--- config.mk ---
export PLATFORM = sky130hd
export DESIGN_NAME = key_event_arbiter
export DESIGN_NICKNAME = d
export VERILOG_FILES = /design/src/rtl/key_event_arbiter_pkg.sv /design/src/rtl/key_hold_fsm.sv /design/src/rtl/key_event_arbiter.sv
export SDC_FILE = /design/constraint.sdc
export NUM_CORES = 1
export LEC_CHECK = 0
export BUFFER_PORTS_ARGS = -buffer_cell sky130_fd_sc_hd__buf_2
export CORE_MARGIN = 5
export CORE_UTILIZATION = 45
export CTS_BUF_LIST = sky130_fd_sc_hd__clkbuf_16
export DETAILED_ROUTE_END_ITERATION = 16
export GPL_TIMING_DRIVEN = 0
export SYNTH_ARGS = -nofsm -noshare
export SYNTH_HDL_FRONTEND = slang
export SYNTH_SLANG_ARGS = --single-unit
--- constraint.sdc ---
create_clock -name clk -period 4.65 [get_ports clk]
set_clock_uncertainty 0.2 [all_clocks]
set_input_delay 0.465 -clock clk [delete_from_list [all_inputs] [get_ports clk]]
set_output_delay 0.465 -clock clk [all_outputs]
set_load 0.05 [all_outputs]
--- src/rtl/key_event_arbiter_pkg.sv ---
// key_evt_pkg: shared event codes and per-key FSM state encoding
package key_evt_pkg;
  localparam logic [1:0] EVT_PRESS = 2'b01;
  localparam logic [1:0] EVT_LONG = 2'b10;
  localparam logic [1:0] EVT_REPEAT = 2'b11;
  typedef enum logic [1:0] {K_IDLE = 2'd0, K_PRESS = 2'd1, K_LONG = 2'd2} key_state_t;
endpackage

--- src/rtl/key_hold_fsm.sv ---
// key_hold_fsm: classifies one key's press into PRESS, LONG and REPEAT raises
module key_hold_fsm
  import key_evt_pkg::*;
#(
  parameter int LONG_CYC = 50_000_000,
  parameter int REPEAT_CYC = 10_000_000,
  parameter int CNT_W = 32
) (
  input  logic       clk,
  input  logic       rst_n,
  input  logic       flag,
  input  logic       pressed,
  output logic       raise,
  output logic [1:0] raise_type
);
  key_state_t state, nxt;
  logic [CNT_W-1:0] cnt, cnt_nxt;
  always_ff @(posedge clk or negedge rst_n) begin
    if (!rst_n) begin
      state <= K_IDLE;
      cnt <= '0;
    end else begin
      state <= nxt;
      cnt <= cnt_nxt;
    end
  end
  // release always beats a threshold hit in the same cycle
  always_comb begin
    nxt = state;
    cnt_nxt = cnt;
    raise = 1'b0;
    raise_type = EVT_PRESS;
    case (state)
      K_IDLE: if (flag) begin
        raise = 1'b1;
        cnt_nxt = '0;
        nxt = K_PRESS;
      end
      K_PRESS: if (!pressed) nxt = K_IDLE;
        else if (cnt == CNT_W'(LONG_CYC - 1)) begin
          raise = 1'b1;
          raise_type = EVT_LONG;
          cnt_nxt = '0;
          nxt = K_LONG;
        end else cnt_nxt = cnt + CNT_W'(1);
      K_LONG: if (!pressed) nxt = K_IDLE;
        else if (cnt == CNT_W'(REPEAT_CYC - 1)) begin
          raise = 1'b1;
          raise_type = EVT_REPEAT;
          cnt_nxt = '0;
        end else cnt_nxt = cnt + CNT_W'(1);
      default: nxt = K_IDLE;
    endcase
  end
endmodule

--- src/rtl/key_event_arbiter.sv ---
// key_event_arbiter: per-key press classification shared over one round-robin valid/ready channel
module key_event_arbiter
  import key_evt_pkg::*;
#(
  parameter int NUM_KEYS = 4,
  parameter int LONG_CYC = 50_000_000,
  parameter int REPEAT_CYC = 10_000_000,
  parameter int CNT_W = 32,
  localparam int KW = $clog2(NUM_KEYS)
) (
  input  logic                clk,
  input  logic                rst_n,
  input  logic [NUM_KEYS-1:0] key_flag,
  input  logic [NUM_KEYS-1:0] key_pressed,
  output logic                evt_valid,
  input  logic                evt_ready,
  output logic [KW-1:0]       evt_key,
  output logic [1:0]          evt_type,
  output logic [7:0]          drop_cnt
);
  logic [NUM_KEYS-1:0] raise, pend, clr, drop;
  logic [1:0] raise_type [NUM_KEYS];
  logic [1:0] pend_type [NUM_KEYS];
  logic [KW-1:0] rr_ptr, gnt;
  logic gnt_vld, load;
  logic [7:0] n_drop, drop_nxt;
  logic [8:0] drop_sum;
  for (genvar k = 0; k < NUM_KEYS; k++) begin : g_key
    key_hold_fsm #(.LONG_CYC(LONG_CYC), .REPEAT_CYC(REPEAT_CYC), .CNT_W(CNT_W)) u_fsm (
      .clk(clk), .rst_n(rst_n), .flag(key_flag[k]), .pressed(key_pressed[k]),
      .raise(raise[k]), .raise_type(raise_type[k])
    );
    assign clr[k] = load && gnt_vld && gnt == KW'(k);
    assign drop[k] = raise[k] && pend[k] && !clr[k];
  end
  assign load = !evt_valid || evt_ready;
  // scan downwards so the entry closest to rr_ptr is the last one written
  always_comb begin
    gnt_vld = 1'b0;
    gnt = '0;
    for (int i = NUM_KEYS - 1; i >= 0; i--)
      if (pend[(int'(rr_ptr) + i) % NUM_KEYS]) begin
        gnt_vld = 1'b1;
        gnt = KW'((int'(rr_ptr) + i) % NUM_KEYS);
      end
  end
  always_comb begin
    n_drop = '0;
    for (int i = 0; i < NUM_KEYS; i++) n_drop = n_drop + 8'(drop[i]);
    drop_sum = {1'b0, drop_cnt} + {1'b0, n_drop};
    drop_nxt = drop_sum[8] ? 8'hFF : drop_sum[7:0];
  end
  always_ff @(posedge clk or negedge rst_n) begin
    if (!rst_n) begin
      evt_valid <= 1'b0;
      evt_key <= '0;
      evt_type <= '0;
      rr_ptr <= '0;
      drop_cnt <= '0;
      pend <= '0;
      for (int i = 0; i < NUM_KEYS; i++) pend_type[i] <= '0;
    end else begin
      drop_cnt <= drop_nxt;
      if (load) begin
        evt_valid <= gnt_vld;
        if (gnt_vld) begin
          evt_key <= gnt;
          evt_type <= pend_type[gnt];
          rr_ptr <= (gnt == KW'(NUM_KEYS - 1)) ? '0 : gnt + KW'(1);
        end
      end
      for (int i = 0; i < NUM_KEYS; i++)
        if (raise[i]) begin
          pend[i] <= 1'b1;
          pend_type[i] <= raise_type[i];
        end else if (clr[i]) pend[i] <= 1'b0;
    end
  end
endmodule

==> results.sh <==
export IMPL_hold_viol_final=0
export IMPL_power_frac_clock=0.293
export IMPL_total_leakage_power_nw=4.59
export IMPL_status="finished, final reports clean"
export IMPL_vias=7394
export IMPL_die_w_um=154
export IMPL_slowest_delay_ns=0.64
export IMPL_clock_latency_ns=0.43
export IMPL_crit_chain="mux2i_1 > nor2_1 > nor3_1 > inv_1 > ha_1 > nand2_1 > nand2_1 > or2_2 > fa_1 > fa_1 > inv_1 > fa_1 > nand4_1 > o21ai_0"
export IMPL_setup_viol=0
export IMPL_cp_max_fo=7
export IMPL_worst_pin_slew_ns=1.01
export IMPL_num_rows=52
export IMPL_synth_edf_count=0
export IMPL_wire_per_inst_um=15.2
export IMPL_grt_antenna_before_repair=0
export IMPL_period_needed_ns=4.23
export IMPL_drt_initial_drc_count=504
export IMPL_dr_pass1_iters=5
export IMPL_core_area_um2=20300
export IMPL_ys_seq_area_frac=0.437
export IMPL_p_int_mw=2.96
export IMPL_crit_arrival_ns=4.38
export IMPL_grt_usage=0.175
export IMPL_crit_type="reg2reg"
export IMPL_floorplan_initialDensity=0.460
export IMPL_peakVddDrop_uv=260
export IMPL_cts_buffer_depth=2
export IMPL_synth_seq_cells=163
export IMPL_required_ns=4.80
export IMPL_avgSynthCellArea_um2=9.18
export IMPL_synth_cell_types=72
export IMPL_critical_path_top_delay_family="adder cells"
export IMPL_power_density_nw_per_um2=460
export IMPL_p_sw_frac=0.382
export IMPL_synth_area_um2=9330
export IMPL_seqCellArea_um2=4080
export IMPL_syn_inst=1017
export IMPL_p_seq_frac=0.362
export IMPL_post_cts_setup_buffers=0
export IMPL_critPathLaunchType="flip-flop"
export IMPL_maxCapViolations=0
export IMPL_end_kind="flip-flop"
export IMPL_synth_nets=1056
export IMPL_grt_overflow=0
export IMPL_grt_max_degree=92
export IMPL_slowest_stage="nor3_1"
export IMPL_grt_pass1_wl_mm=34.6
export IMPL_dpl_worst_slack_ns=0.410
export IMPL_antenna_cells=0
export IMPL_finalSetupTns_ns=0
export IMPL_period_share=0.910
export IMPL_slew_headroom=0.318
export IMPL_multi_input_area_um2=4970
export IMPL_ant_nets=0
export IMPL_power_frac_comb=0.345
export IMPL_worstHoldPathType="in2reg"
export IMPL_n_fill_cell=1898
export IMPL_cts_max_level=4
export IMPL_yosysWarnings=0
export IMPL_p_switching_mw=1.83
export IMPL_final_max_slew_violation_count=0
export IMPL_async_flop_share=1.00
export IMPL_globalplace_congestion=0.800
export IMPL_nets=1100
export IMPL_layout_drive_gt1_share=0.0894
export IMPL_port_buffers=23
export IMPL_clock_sinks=163
export IMPL_r2r_start="rr_ptr[1]"
export IMPL_rsz0062_at_grt="no"
export IMPL_drt_vias_per_instance=5.50
export IMPL_grt_pass1_vias=7026
export IMPL_cts_buffers=17
export IMPL_fin_ws_ns=0.419
export IMPL_worstHoldStart="key_pressed[2]"
export IMPL_routed_wl_mm=20.5
export IMPL_die_area_um2=23700
export IMPL_synth_flop_cell="dfrtp_1"
export IMPL_syn_to_final_growth_pct=11.5
export IMPL_post_dp_hpwl_mm=14.3
export IMPL_cts_tree="built"
export IMPL_cp_common_cell="fa_1"
export IMPL_crit_start="rr_ptr[1]"
export IMPL_root_buffer="clkbuf_16"
export IMPL_fmax_ghz=0.236
export IMPL_crit_buf_inv=2
export IMPL_clk_pin_slew_ns=0.06
export IMPL_die_h_um=154
export IMPL_io_pins=24
export IMPL_drc_errors=0
==> layout make-up <==
type | count | share of cell area
Buffer | 28 | 0.0133
Clock buffer | 17 | 0.0409
Clock inverter | 15 | 0.0144
Inverter | 38 | 0.0137
Multi-Input combinational cell | 788 | 0.478
Sequential cell | 163 | 0.392
Tap cell | 270 | 0.0325
Timing Repair Buffer | 25 | 0.0156
==> Yosys cell counts, drive strengths merged, types with 4 or more instances <==
master	number	area, µm²
o311ai	4	35.0
and4	14	123
and3	27	169
a31oi	5	31.3
nor4b	8	82.6
nand4	40	250
or4	4	33.8
a21o	17	130
nand2	104	390
or3	10	62.6
nor4bb	5	50.1
inv	38	143
mux2i	10	100
buf	13	82.6
nor3	26	135
and2	8	50.1
nand2b	13	81.3
o21ai	36	180
o22ai	5	31.3
ha	25	313
nor2b	5	31.3
a21boi	6	45.0
nor4	17	140
xor2	60	526
nor2	129	489
nand3	75	375
or2	5	31.3
a21oi	34	170
dfrtp	163	4080
a22o	13	114
xnor2	21	184
o31ai	4	30.0
mux2	12	135
clkbuf	15	56.3
==> routing by layer <==
layer,share of wire,up-vias,wire length (µm),global-route usage
li1,-,3710,-,-
met1,0.50,3596,10100,0.246
met2,0.47,74,9550,0.277
met3,0.029,14,599,0.0408
met4,0.0085,0,175,0.0370
met5,0,-,0,0
==> repair_timing <==
action / CTS / global route
endpoints found under the hold margin: 90 / 0
hold buffers: 1 / 0
resized for setup: 0 / 0
==> tightest hold or removal path, cell delays in order <==
cell	delay, ns
buf_2	0.13
nand2_1	0.07
a21oi_1	0.06
==> cell usage in the layout (no fill, tap or decap), drive strengths merged, types with 14 or more instances in the layout <==
| cell type | n |
|---|---|
| ha | 25 |
| a21oi | 34 |
| inv | 41 |
| nor3 | 26 |
| xnor2 | 21 |
| and3 | 27 |
| xor2 | 60 |
| buf | 37 |
| nand3 | 75 |
| nand2 | 104 |
| nor2 | 129 |
| o21ai | 36 |
| clkbuf | 32 |
| nand4 | 40 |
| nor4 | 17 |
| dfrtp | 163 |
| and4 | 14 |
| a21o | 17 |
==> stage by stage <==
step                      power [mW]  instance area, µm²  instances  hold WS (ns)   util
after floorplan                 2.96                9330       1017       -0.0306      -
after global placement          3.40                9790       1310         0.262  0.482
after global routing            5.13               10400       1344         0.128  0.513
after CTS                       4.84               10400       1344         0.123  0.513
final                           4.79               10400       1344         0.135  0.513
after detailed placement        3.43                9820       1311         0.270  0.484
==> final timing paths <==
path                                                end  slack, ns  depth (start not counted)
worst max-delay path                        drop_cnt[3]       0.42                         14
worst min-delay path            g_key[2].u_fsm.state[1]       0.14                          3
worst max register to register              drop_cnt[3]       0.42                         14
worst min register to register               evt_key[1]       0.28                          2
max in group asynchronous        g_key[3].u_fsm.cnt[15]       2.98                          3
min in group asynchronous        g_key[1].u_fsm.cnt[24]       0.45                          2
==> power by group through the flow <==
stage	Clock (mW)	Combinational [mW]	Sequential (mW)
floorplan	0	1.10	1.86
global placement	0	1.65	1.75
detailed placement	0	1.67	1.76
CTS	1.44	1.68	1.73
global route	1.50	1.87	1.76
finish	1.40	1.65	1.73
==> kinds of logic (layout without fill, tap and decap cells) <==
kind of cell / after synthesis / after routing / share of synthesized area
and+or+nand+nor: 501 / 501 / 0.279
xor gates and xnor gates: 81 / 81 / 0.0760
DFF: 163 / 163 / 0.437
AOI/OAI and AO/OA: 156 / 156 / 0.113
buffers and inverters: 66 / 123 / 0.0302
adders and majority gates: 28 / 28 / 0.0399
muxes: 22 / 22 / 0.0252
==> state kept, by name, indices dropped and copies added, names as in the netlist <==
register / flops
drop_cnt: 8
evt_key: 2
evt_type: 2
evt_valid: 1
g_key.u_fsm.cnt: 128
g_key.u_fsm.state: 8
pend: 4
pend_type: 8
rr_ptr: 2
(Power assumes the default switching activity.)
